==> config.mk <==
export PLATFORM = sky130hd
export DESIGN_NAME = vote_tally_n
export DESIGN_NICKNAME = d
export VERILOG_FILES = /design/src/rtl/vote_pkg.sv /design/src/rtl/tally_argmax.sv /design/src/rtl/vote_tally_n.sv
export SDC_FILE = /design/constraint.sdc
export NUM_CORES = 1
export LEC_CHECK = 0
export CAP_MARGIN = 10
export CELL_PAD_IN_SITES_DETAIL_PLACEMENT = 0
export CELL_PAD_IN_SITES_GLOBAL_PLACEMENT = 1
export CORE_MARGIN = 2
export CORE_UTILIZATION = 48
export CTS_BUF_LIST = sky130_fd_sc_hd__clkbuf_8 sky130_fd_sc_hd__clkbuf_16
export CTS_CLUSTER_SIZE = 10
export DETAILED_ROUTE_END_ITERATION = 10
export GPL_TIMING_DRIVEN = 1
export PLACE_DENSITY = 0.78
export SLEW_MARGIN = 20
export SYNTH_ARGS = -nofsm -noshare
export SYNTH_HDL_FRONTEND = slang
export SYNTH_HIERARCHICAL = 1
export SYNTH_SLANG_ARGS = --single-unit
export TNS_END_PERCENT = 1
==> constraint.sdc <==
create_clock -name clock -period 5.7 [get_ports clock]
set_clock_uncertainty 0.05 [all_clocks]
set_input_delay 1.425 -clock clock [delete_from_list [all_inputs] [get_ports clock]]
set_output_delay 1.425 -clock clock [all_outputs]
set_load 0.02 [all_outputs]
==> src/rtl/vote_pkg.sv <==
// rtl/vote_pkg.sv - shared FSM state and mode constants for the vote tally block
package vote_pkg;

  typedef enum logic [1:0] {
    S_IDLE,
    S_DEBOUNCE,
    S_ACCEPT,
    S_WAIT_RELEASE
  } state_t;

  localparam logic MODE_VOTE   = 1'b0;
  localparam logic MODE_RESULT = 1'b1;

  localparam int HOLD_W = 8;

endpackage

==> src/rtl/tally_argmax.sv <==
// rtl/tally_argmax.sv - combinational argmax over candidate tallies with tie detection
module tally_argmax #(
  parameter int NUM_CAND = 4,
  parameter int CNT_W    = 8,
  localparam int IDX_W   = $clog2(NUM_CAND)
) (
  input  logic [NUM_CAND-1:0][CNT_W-1:0] tallies,
  output logic [IDX_W-1:0]               max_idx,
  output logic                           tie
);

  logic [CNT_W-1:0] best;

  // Strict '>' keeps the lowest index on equal maxima; tie restarts on every new maximum.
  always_comb begin
    best    = tallies[0];
    max_idx = '0;
    tie     = 1'b0;
    for (int i = 1; i < NUM_CAND; i++) begin
      if (tallies[i] > best) begin
        best    = tallies[i];
        max_idx = IDX_W'(i);
        tie     = 1'b0;
      end else if (tallies[i] == best) begin
        tie = 1'b1;
      end
    end
  end

endmodule

==> src/rtl/vote_tally_n.sv <==
// rtl/vote_tally_n.sv - debounced N-candidate vote counter with result display and winner
module vote_tally_n
  import vote_pkg::*;
#(
  parameter int NUM_CAND = 4,
  parameter int CNT_W    = 8,
  parameter int DEBOUNCE = 10,
  localparam int IDX_W   = $clog2(NUM_CAND)
) (
  input  logic                clock,
  input  logic                reset,
  input  logic                mode,
  input  logic [NUM_CAND-1:0] button,
  output logic [CNT_W-1:0]    led,
  output logic                vote_valid,
  output logic [IDX_W-1:0]    winner,
  output logic                tie,
  output logic                overflow
);

  localparam logic [NUM_CAND-1:0] ONE = {{(NUM_CAND-1){1'b0}}, 1'b1};

  state_t                        state_q, state_d;
  logic [IDX_W-1:0]              sel_q, sel_d;
  logic [HOLD_W-1:0]             hold_q, hold_d;
  logic [NUM_CAND-1:0][CNT_W-1:0] tally_q;
  logic                          accept;

  logic [IDX_W-1:0]    low_idx;
  logic                onehot;
  logic [NUM_CAND-1:0] sel_mask;
  logic [HOLD_W:0]     hold_next;
  logic [IDX_W-1:0]    am_idx;
  logic                am_tie;

  assign onehot    = (button != '0) && ((button & (button - ONE)) == '0);
  assign sel_mask  = ONE << sel_q;
  assign hold_next = {1'b0, hold_q} + (HOLD_W+1)'(1);

  always_comb begin
    low_idx = '0;
    for (int i = NUM_CAND - 1; i >= 0; i--) begin
      if (button[i]) low_idx = IDX_W'(i);
    end
  end

  always_comb begin
    state_d = state_q;
    sel_d   = sel_q;
    hold_d  = hold_q;
    accept  = 1'b0;
    case (state_q)
      S_IDLE: begin
        if (mode == MODE_VOTE && button != '0) begin
          if (onehot) begin
            state_d = S_DEBOUNCE;
            sel_d   = low_idx;
            hold_d  = HOLD_W'(1);
          end else begin
            state_d = S_WAIT_RELEASE;
          end
        end
      end
      S_DEBOUNCE: begin
        if (button == '0) begin
          state_d = S_IDLE;
          hold_d  = '0;
        end else if (mode == MODE_VOTE && button == sel_mask) begin
          // hold_next counts the cycle being sampled now, so DEBOUNCE stable cycles total
          if (hold_next >= (HOLD_W+1)'(DEBOUNCE)) begin
            state_d = S_ACCEPT;
            hold_d  = '0;
          end else begin
            hold_d = hold_next[HOLD_W-1:0];
          end
        end else begin
          state_d = S_WAIT_RELEASE;
          hold_d  = '0;
        end
      end
      S_ACCEPT: begin
        accept  = 1'b1;
        state_d = S_WAIT_RELEASE;
      end
      S_WAIT_RELEASE: begin
        if (button == '0) state_d = S_IDLE;
      end
      default: state_d = S_IDLE;
    endcase
  end

  tally_argmax #(
    .NUM_CAND (NUM_CAND),
    .CNT_W    (CNT_W)
  ) u_argmax (
    .tallies (tally_q),
    .max_idx (am_idx),
    .tie     (am_tie)
  );

  always_ff @(posedge clock or negedge reset) begin
    if (!reset) begin
      state_q    <= S_IDLE;
      sel_q      <= '0;
      hold_q     <= '0;
      tally_q    <= '0;
      led        <= '0;
      vote_valid <= 1'b0;
      winner     <= '0;
      tie        <= 1'b0;
      overflow   <= 1'b0;
    end else begin
      state_q    <= state_d;
      sel_q      <= sel_d;
      hold_q     <= hold_d;
      vote_valid <= accept;
      winner     <= am_idx;
      tie        <= am_tie;
      if (accept) begin
        if (tally_q[sel_q] == '1) overflow <= 1'b1;
        else tally_q[sel_q] <= tally_q[sel_q] + CNT_W'(1);
      end
      if (mode == MODE_RESULT && button != '0) led <= tally_q[low_idx];
      else led <= '0;
    end
  end

endmodule

==> run summary <==
RSZ-0062 raised after global routing: no
Pre-antenna DRT Iters: 5
Post-route worst setup slack: 1.02 ns
Filler cell count: 735
FMAX: 213 MHz
Least-Margin Pin Slew: 0.927 ns
Yosys Warn Count: 6
Initial Util: 0.487
Slew Limit Fails: 0
Total grt overflow: 0
Cell taking the most area after synthesis: dfrtp_1
Top cells by count, synth: dfrtp_1, nand2_1, ha_1, a21oi_1, o21ai_1
CP max FO: 19
Post-synth cell types: 61
# hold bufs at CTS: 0
Post-cts sizing count: 0
Seq/Total Area, Yosys: 0.362
Sink Count: 57
Die width: 94.6 um
DR vias: 3116
Count of antenna diodes in the layout: 0
# Post-CTS Setup Buffers: 0
Rel. slew slack: 0.378
WL/cell: 18.6 um
DRC Markers: 0
Core area: 8090 um2
Leak: 1.85 nW
Via/cell ratio: 6.16
Top area cells in the synthesized netlist: dfrtp_1, ha_1, mux4_2, nand2_1, a21oi_1
Status: complete, no violations
Share of layout cells above drive strength 1: 0.145
Pin count of the biggest net entering global routing: 58
Row count: 33
Initial DRC Count: 196
H-tree Lvls: 3
Antenna Nets Post-Route: 0
Worst reg2reg path depth: 18
Root cell of the clock tree: clkbuf_8
Worst hold slack: 0.434 ns
Critical path required time: 5.91 ns
Final Hold Violating Endpoints: 0
Max_cap viols: 0
Nets@finish: 431
Top_reg_cell synth: dfrtp_1
Layout Cells excl Fill: 506
Yosys reg bits: 57
Fin crit share: 0.822
Routed WL: 9410 um
Final Total Pwr: 1.99 mW
Syn_area_per_cell: 10.3 um2
Final instance area: 4330 um2
I/O pins: 20
Place WS: 1.10 ns
First-pass GRT wire length: 15500 um
CTS clock-pin slew for the worst setup and hold paths: 0.07 ns
Reg area: 1430 um2
Ys async rst share: 1.00
Cell with the most instances after synthesis: dfrtp_1
Post-synth top area share: 0.362
Initial antenna violation count: 0
CTS tree: yes
Vias in the first global route: 2956
GP Congestion: 0.925
Core Util, Final: 0.535
Min Tclk post-route: 4.68 ns
Vert. Die Dim: 94.6 um
Cell count after synthesis: 384
Crit path DAT: 4.89 ns
Hold WC Path Type: reg -> reg
Port Buffers: 19
Dpl hpwl: 6800 um
Hold path start: overflow
Power Dens Cells: 459 nW/um2
Synthesized area: 3940 um2
Hold Path Depth: 1
CP Capture Type: flip-flop
Max IR drop VDD: 0.186 mV
Setup TNS: 0 ns
Reg2reg setup slack: 1.02 ns
Full die area: 8950 um2
Reg-to-reg critical path startpoint: tally_q[15]
Reg2reg end: tie
Area growth, synth to finish: 9.91%
Worst skew pair latency: 0.34 ns
Cell Area, Placed: 4130 um2
Worst Hold Endpoint: overflow
CTS Buf Count: 9
Post-synth EDFFs: 0
Longest Clk Path Bufs: 2
GRT Util Overall: 0.231
DP Cell Count: 491
Area of the multi-input gates: 2330 um2
Crit start category: flip-flop
Final-report setup violation count: 0
Syn_nets: 418
Critical path class: reg -> reg
-- sequential cells by signal, indices dropped and copies added (netlist names) --
signal,flops
winner,2
vote_valid,1
hold_q,8
sel_q,2
tally_q,32
overflow,1
state_q,2
led,8
tie,1
-- power breakdown --
part	total (mW)	switching (mW)	leakage [nW]	internal, mW
clock network	0.378	0.158	0.106	0.220
logic	1.09	0.611	0.974	0.483
registers	0.515	0.0592	0.774	0.455
total	1.99	0.828	1.85	1.16
-- worst max-delay path: stages (launching register included) --
cell and delay (ns):
dfrtp_1 0.47, ha_1 0.35, and4_1 0.50, nand2_4 0.24, nand2_1 0.29, nand3_1 0.14
and3_1 0.17, ha_1 0.29, nor2b_1 0.14, o211ai_1 0.09, a211o_1 0.38, and2_4 0.22
a41o_1 0.18, ha_1 0.28, nor2b_1 0.13, o211ai_1 0.17, a21oi_1 0.10, a211o_1 0.28
o22ai_1 0.12
-- cells by family (layout without fill, tap and decap cells) --
logic type,count (synthesis),count (layout),synth area share
compound gates,102,102,0.177
buf+inv,33,50,0.0470
xor+xnor,7,7,0.0156
mux,22,22,0.115
flops,57,57,0.362
simple gates,135,135,0.195
fa+ha+maj,28,28,0.0883
-- how the worst max path moves through the flow --
| stage | slack [ns] | depth (start not counted) | end | startpoint |
|---|---|---|---|---|
| final | 1.02 | 18 | tie | tally_q[15] |
| after global routing | 0.68 | 19 | winner[0] | tally_q[7] |
| after CTS | 1.07 | 18 | tie | tally_q[15] |
| after detailed placement | 1.10 | 19 | tie | tally_q[7] |
| after global placement | 1.26 | 19 | winner[0] | tally_q[6] |
| after floorplan | 1.63 | 22 | tie | tally_q[1] |
-- metal layers --
metal	vias up	share of wire	GRT usage
li1	1462	-	-
met1	1549	0.47	0.317
met2	88	0.47	0.357
met3	17	0.042	0.0423
met4	0	0.023	0.105
met5	-	0	0
-- placed cells by master (no fill, tap or decap), drive strengths merged, types with 2 or more instances in the layout --
cell | netlist | layout
buf | 15 | 2
mux2 | 6 | 6
or2 | 2 | 2
clkdlybuf4s50 | 0 | 18
nor4b | 2 | 2
o22ai | 3 | 3
o211a | 2 | 2
dfrtp | 57 | 57
ha | 27 | 27
nand4 | 6 | 6
nand3 | 23 | 23
inv | 15 | 16
clkinv | 0 | 2
a41o | 8 | 8
o211ai | 5 | 5
xor2 | 5 | 5
a211o | 2 | 2
a21oi | 22 | 22
a31oi | 3 | 3
mux4 | 16 | 16
o2111ai | 7 | 7
and4 | 2 | 2
nor2 | 12 | 12
xnor2 | 2 | 2
and3 | 8 | 8
clkbuf | 3 | 11
nor3 | 5 | 5
nand2b | 6 | 6
nand2 | 43 | 43
o21ai | 42 | 42
and2 | 7 | 7
nor2b | 14 | 14
-- layout make-up --
cell class	instances	share of cell area
clock buffers	11	0.0350
clock inverters	4	0.0101
inverters	15	0.0130
multi-input cells	294	0.538
flip-flops and latches	57	0.329
well taps	105	0.0303
repair buffers	20	0.0445
No activity file was read; power rests on OpenSTA's default activity.
